**src/rtl/gnr_cycle_detector.sv**
```systemverilog
// Cycle detector for a node network, using Floyd's slow/fast copies. It first
// finds where the two copies meet, then steps only the fast copy to measure the period.
module gnr_cycle_detector #(
    parameter int N_NODES   = 8,
    parameter int CNT_W     = 16,
    parameter int MAX_PAIRS = 1000
) (
    input  logic               clk,
    input  logic               rst_n,
    input  logic               start,
    input  logic [N_NODES-1:0] init_state,
    input  logic [N_NODES-1:0] s0_vec,
    input  logic [N_NODES-1:0] s1_vec,
    output logic               reset_nos,
    output logic [N_NODES-1:0] init_vec,
    output logic               start_s0,
    output logic               start_s1,
    output logic               busy,
    output logic               out_valid,
    input  logic               out_ready,
    output logic [CNT_W-1:0]   meet_steps,
    output logic [CNT_W-1:0]   period,
    output logic [N_NODES-1:0] attractor,
    output logic               timeout
);

    typedef enum logic [3:0] {
        IDLE, LOAD, SETTLE, RUN_A, RUN_B, CHECK, P_STEP, P_CHECK, DONE
    } state_t;

    localparam logic [CNT_W-1:0] MAX_CNT = CNT_W'(MAX_PAIRS);

    state_t           state, state_nxt;
    logic [CNT_W-1:0] pair_cnt, per_cnt;
    logic             meet_hit, loop_hit;

    assign meet_hit = (s0_vec == s1_vec);
    assign loop_hit = (s1_vec == attractor);

    always_ff @(posedge clk) begin
        if (!rst_n) state <= IDLE;
        else        state <= state_nxt;
    end

    // The node controls are decoded from the state register only, so no input reaches them directly.
    always_comb begin
        state_nxt = state;
        reset_nos = 1'b0;
        start_s0  = 1'b0;
        start_s1  = 1'b0;
        busy      = (state != IDLE);
        out_valid = (state == DONE);
        case (state)
            IDLE:    if (start) state_nxt = LOAD;
            LOAD:    begin reset_nos = 1'b1; state_nxt = SETTLE; end
            SETTLE:  state_nxt = RUN_A;
            RUN_A:   begin start_s0 = 1'b1; start_s1 = 1'b1; state_nxt = RUN_B; end
            RUN_B:   begin start_s0 = 1'b1; start_s1 = 1'b1; state_nxt = CHECK; end
            CHECK: begin
                if (meet_hit)                  state_nxt = P_STEP;
                else if (pair_cnt == MAX_CNT)  state_nxt = DONE;
                else                           state_nxt = RUN_A;
            end
            P_STEP:  begin start_s1 = 1'b1; state_nxt = P_CHECK; end
            P_CHECK: begin
                if (loop_hit || per_cnt == MAX_CNT) state_nxt = DONE;
                else                                state_nxt = P_STEP;
            end
            DONE:    if (out_ready) state_nxt = IDLE;
            default: state_nxt = IDLE;
        endcase
    end

    // The MAX_CNT checks stop both counters before they can wrap.
    always_ff @(posedge clk) begin
        if (!rst_n) begin
            init_vec   <= '0;
            pair_cnt   <= '0;
            per_cnt    <= '0;
            meet_steps <= '0;
            period     <= '0;
            attractor  <= '0;
            timeout    <= 1'b0;
        end else begin
            case (state)
                IDLE: if (start) begin
                    init_vec   <= init_state;
                    pair_cnt   <= '0;
                    per_cnt    <= '0;
                    meet_steps <= '0;
                    period     <= '0;
                    attractor  <= '0;
                    timeout    <= 1'b0;
                end
                RUN_B:  pair_cnt <= pair_cnt + 1'b1;
                CHECK: begin
                    if (meet_hit) begin
                        meet_steps <= pair_cnt;
                        attractor  <= s0_vec;
                    end else if (pair_cnt == MAX_CNT) begin
                        meet_steps <= pair_cnt;
                        attractor  <= '0;
                        timeout    <= 1'b1;
                    end
                end
                P_STEP: per_cnt <= per_cnt + 1'b1;
                P_CHECK: begin
                    if (loop_hit) begin
                        period <= per_cnt;
                    end else if (per_cnt == MAX_CNT) begin
                        period  <= '0;
                        timeout <= 1'b1;
                    end
                end
                default: ;
            endcase
        end
    end

endmodule

```
**config.mk**
```make
export PLATFORM = sky130hd
export DESIGN_NAME = gnr_cycle_detector
export DESIGN_NICKNAME = d
export VERILOG_FILES = /design/src/rtl/gnr_cycle_detector.sv
export SDC_FILE = /design/constraint.sdc
export NUM_CORES = 1
export LEC_CHECK = 0
export ABC_AREA = 1
export CORE_ASPECT_RATIO = 1.5
export CORE_UTILIZATION = 58
export CTS_BUF_LIST = sky130_fd_sc_hd__clkbuf_4 sky130_fd_sc_hd__clkbuf_8
export DETAILED_ROUTE_END_ITERATION = 10
export HOLD_SLACK_MARGIN = 0.05
export PLACE_DENSITY = 0.88
export SYNTH_ARGS = -nofsm -noshare
export SYNTH_HDL_FRONTEND = slang
export SYNTH_SLANG_ARGS = --single-unit
```
**constraint.sdc**
```tcl
create_clock -name clk -period 2.2 [get_ports clk]
set_input_delay 0.66 -clock clk [delete_from_list [all_inputs] [get_ports clk]]
set_output_delay 0.66 -clock clk [all_outputs]
set_load 0.05 [all_outputs]
```
[Word-level counts from Yosys, hierarchy flattened]
Index checks and enable logic that the tools add are counted.
Operators by class
  equality and inequality tests: 20
  muxes and demuxes: 28
  add/sub/neg operators: 2
  reductions and logical operators: 17
Operators by type and width (count)
  16-bit one-hot mux with 2 select lines: 4
  16-bit 2-to-1 mux: 5
  4-bit one-hot mux with 9 select lines: 1
  16-bit by 1-bit adder with 16-bit output, second input constant: 2
  16-bit by 10-bit equality test with 1-bit output, second input constant: 2
  8-bit 2-to-1 mux: 3
  4-bit 2-to-1 mux: 5
  4-bit by 3-bit equality test with 1-bit output, second input constant: 4
  8-bit equality test: 2
  8-bit one-hot mux with 2 select lines: 1
  2-bit != test, second input constant: 5
  4-bit by 2-bit equality test with 1-bit output, second input constant: 2
  1-bit 2-to-1 mux: 8
  2-bit AND reduction: 4
  2-bit nonzero test: 4
  3-bit != test, second input constant: 2
  3-bit AND reduction: 2
  6-bit AND reduction: 1
  4-bit by 1-bit equality test with 1-bit output, second input constant: 1
  4-bit equality test, second input constant: 1
  4-bit zero test: 1
  4-bit nonzero test: 1
  1-bit one-hot mux with 3 select lines: 1
  3-bit nonzero test: 1
  other kinds (4): 4
Storage, ports and cells
  input port bits: 28
  bits in registers: 85

[Longest topological paths before layout]
  depth in word-level cells: 4
  mapped depth: 12

[Least setup slack after synthesis]
No wires, ideal clock.
  path type: register -> output
  start point: register state[1]
  end point: output port start_s1
  cell stages (with the launch flop): 5
  path slack: -0.700 ns
  data arrival time: 2.240 ns
  data required time: 1.540 ns
  cells stage by stage: dfxtp_1 > inv_2 > o31ai_1 > nor2_1 > inv_1
Between the ends
  longest elaborated chain between the ends: 3
RTL lines
  start, declared: RTL line 33  | state_t state, state_nxt;
  start signal, assigned: RTL line 42  | else state <= state_nxt;
  4-bit by 3-bit equality test with 1-bit output / 4-bit by 2-bit equality test with 1-bit output (equally long branches): RTL line 53  | case (state)
  3-bit OR reduction (no line) *
  1-bit 2-to-1 mux *: RTL line 53
  end, declared: RTL line 17  | output logic start_s1,
Mark *: on every way between the ends. The rest lies on a longest branch, timed or not.

[Worst setup path in the final report]
  start point: register state[3]
  end point: output port start_s1
The elaborated chain is that of the path after synthesis.

==> impl_metrics.yaml <==
floorplan:
  die_w_um: 72.4
  std_cell_rows: 38
  core_area_um2: 7230
  io_pins: 82
  die_area_um2: 7780
  initial_core_util: 0.596
  die_h_um: 108
power_and_ir_drop:
  clkPwrFrac: 0.334
  p_int_mw: 2.78
  p_leak_nw: 2.51
  peakVddDrop_uv: 578
  power_density_nw_per_um2: 719
  switching_power_mw: 1.27
  pwr-share-seq: 0.408
  power_frac_comb: 0.258
  p_sw_frac: 0.314
clock_network:
  clock-sinks: 85
  ctsHoldBuffers: 0
  clkTransAtPathRegs_ns: 0.09
  htreeDepth: 3
  cts_root_buffer: "clkbuf_8"
  cts_buffer_depth: 2
  cts_tree: "built"
  numCtsBuffers: 9
  clock_latency_ns: 0.36
synth:
  seq_area_frac_synth: 0.395
  synth_area_um2: 4310
  syn-num-nets: 657
  yosysTopAreaCellShare: 0.395
  synth.distinct_cells: 34
  ys_ff_latch: 85
  synth_largest_area_cell: "dfxtp_1"
  syn_area_per_cell_um2: 6.89
  ys_warn_count: 0
  synth_area_leaders: "dfxtp_1 (40%), nand2_1 (14%), a21oi_1 (8.8%), nand3_1 (7.4%), inv_1 (4.6%)"
  syn_inst: 625
placement:
  placed_cells: 805
  preCtsSetupSlack_ns: -0.200
  hpwl_mm: 8.16
  gp_congestion: 0.919
  io_buffers: 81
layout:
  area_growth_pct: 31.0
  final_util: 0.781
  n_antenna_cell: 0
  drive_above_1_share: 0.135
  layout.nets: 749
  instances_no_fill: 821
global_route:
  track_usage: 0.296
  grt_overflow_total: 0
  grt_max_degree: 33
  first_global_vias: 4002
  antenna_found_initial: 0
  grt_pass1_wl_mm: 18.2
route:
  wl_per_cell_um: 13.8
  drtIter0Drc: 403
  drc_errors: 0
  viasPerCell: 5.43
  via_count: 4462
  dr.pass1.iters: 7
  wirelength_mm: 11.4
  postRouteAntennaNets: 0
worst_setup_path:
  r2r_slack_ns: 0.45
  timing.rr.start: "per_cnt[0]"
  crit_arrival_ns: 1.51
  rr_endpoint: "per_cnt[12]"
  start_kind: "flip-flop"
  cp_max_fo: 3
  cp-startpoint: "state[3]"
  cp.required_ns: 1.54
  reg2reg_depth: 8
  worst-setup-path-type: "flip-flop to output port"
  crit_end: "start_s1"
  end_kind: "output port"
run:
  drv_cap: 0
sta:
  slew_violations: 0
  skew_ns: 0.0113
  finalSetupViolations: 0
  timing.fmax_mhz: 460
  fin_crit_sh: 0.988
  slew_headroom: 0.635
  tightest_slew_ns: 0.546
  fin_crit_ns: 2.17
  setup_ws_ns: 0.0263
  finalHoldViolCount: 0
  rsz0062_at_grt: "yes"
outcome:
  outcome: "finished, final reports clean"
min_path:
  hold_class: "flip-flop to flip-flop"
  hp-start: "timeout"
## cells in the final DEF, fill, tap and decap left out, types with 9 or more instances in the layout
cell             instances
nand2_1                164
dfxtp_1                 82
a21oi_1                 76
nand3_1                 64
inv_1                   52
nor2_1                  52
clkdlybuf4s50_1         47
buf_4                   26
inv_2                   16
dlymetal6s2s_1          16
o21ai_0                 15
xnor2_1                 13
clkbuf_8                10
nand2_2                  9
## flip-flops by register name, indices dropped and copies added (netlist names)
name / count
attractor: 8
per_cnt: 16
pair_cnt: 16
init_vec: 8
state: 4
timeout: 1
period: 16
meet_steps: 16
## how the worst min path moves through the flow
| stage | endpoint | slack (ns) | cells after the start |
|---|---|---|---|
| after global placement | timeout | 0.44 | 2 |
| after floorplan | pair_cnt[15] | 0.45 | 2 |
| final | timeout | 0.46 | 2 |
| after global routing | period[9] | 0.48 | 2 |
| after CTS | timeout | 0.46 | 2 |
| after detailed placement | timeout | 0.45 | 2 |
## worst max-delay path: stages (launching register included)
cell,delay [ns]
dfxtp_1,0.36
inv_2,0.09
nand2_2,0.10
o31ai_4,0.30
nor2_4,0.09
inv_2,0.08
buf_12,0.13
## stage by stage
stage          setup TNS [ns]  hold slack (ns)  cell area [um2]  total power, mW
5_1_grt               -0.0208            0.480             5640             4.19
3_3_place_gp           -0.808            0.441             5340             2.70
3_5_place_dp            -3.72            0.451             5340             2.73
2_1_floorplan               0            0.451             4330             2.39
6_report                    0            0.461             5640             4.06
4_1_cts                     0            0.464             5590             4.05
## routing by layer
layer,global-route usage,routed length (um),share of wire,vias to the layer above
met5,0,0,0,-
met4,0.151,339,0.030,0
met3,0.0524,508,0.045,36
met2,0.540,6160,0.54,167
met1,0.320,4350,0.38,2045
li1,-,-,-,2214
## timing repair
item / CTS / global route
pin swaps: 1 / 2
resized for setup: 9 / 22
endpoints found under the hold margin: 0 / 0
gates cloned: 0 / 0
setup endpoints to repair: 8 / 18
buffers inserted: 1 / 0
## cell type report
class | instances | area [um2]
Clock inverter | 5 | 106
Sequential cell | 85 | 1710
Timing Repair Buffer | 105 | 1100
Multi-Input combinational cell | 447 | 2210
Clock buffer | 10 | 138
Tap cell | 100 | 125
Inverter | 69 | 262
Fill cell | 528 | 1580
## cells by family (layout without fill, tap and decap cells)
| kind of cell | count (synthesis) | count (layout) | share of synthesized area |
|---|---|---|---|
| DFF | 85 | 85 | 0.395 |
| xor gates and xnor gates | 13 | 13 | 0.0264 |
| AOI/OAI and AO/OA | 109 | 109 | 0.138 |
| adders and majority gates | 4 | 4 | 0.0116 |
| and+or+nand+nor | 321 | 321 | 0.331 |
| buffers and inverters | 93 | 189 | 0.0985 |
## power by group through the flow
stage / clock network (mW) / registers [mW] / logic (mW)
after CTS: 1.35 / 1.65 / 1.04
after global placement: 0 / 1.69 / 1.01
after floorplan: 0 / 1.92 / 0.472
after global routing: 1.41 / 1.66 / 1.12
final: 1.36 / 1.65 / 1.05
after detailed placement: 0 / 1.69 / 1.04
## Yosys cell counts, drive strengths merged
| master | instances |
|---|---|
| a211oi | 5 |
| a21oi | 76 |
| a22oi | 3 |
| a31oi | 1 |
| buf | 16 |
| clkbuf | 8 |
| dfxtp | 85 |
| ha | 4 |
| inv | 69 |
| nand2 | 177 |
| nand3 | 65 |
| nand3b | 2 |
| nand4 | 5 |
| nor2 | 60 |
| nor3 | 9 |
| nor4 | 3 |
| o211ai | 1 |
| o21a | 1 |
| o21ai | 17 |
| o21bai | 1 |
| o221ai | 1 |
| o31ai | 3 |
| xnor2 | 13 |
Note: power is estimated with default switching activity, not from simulation.
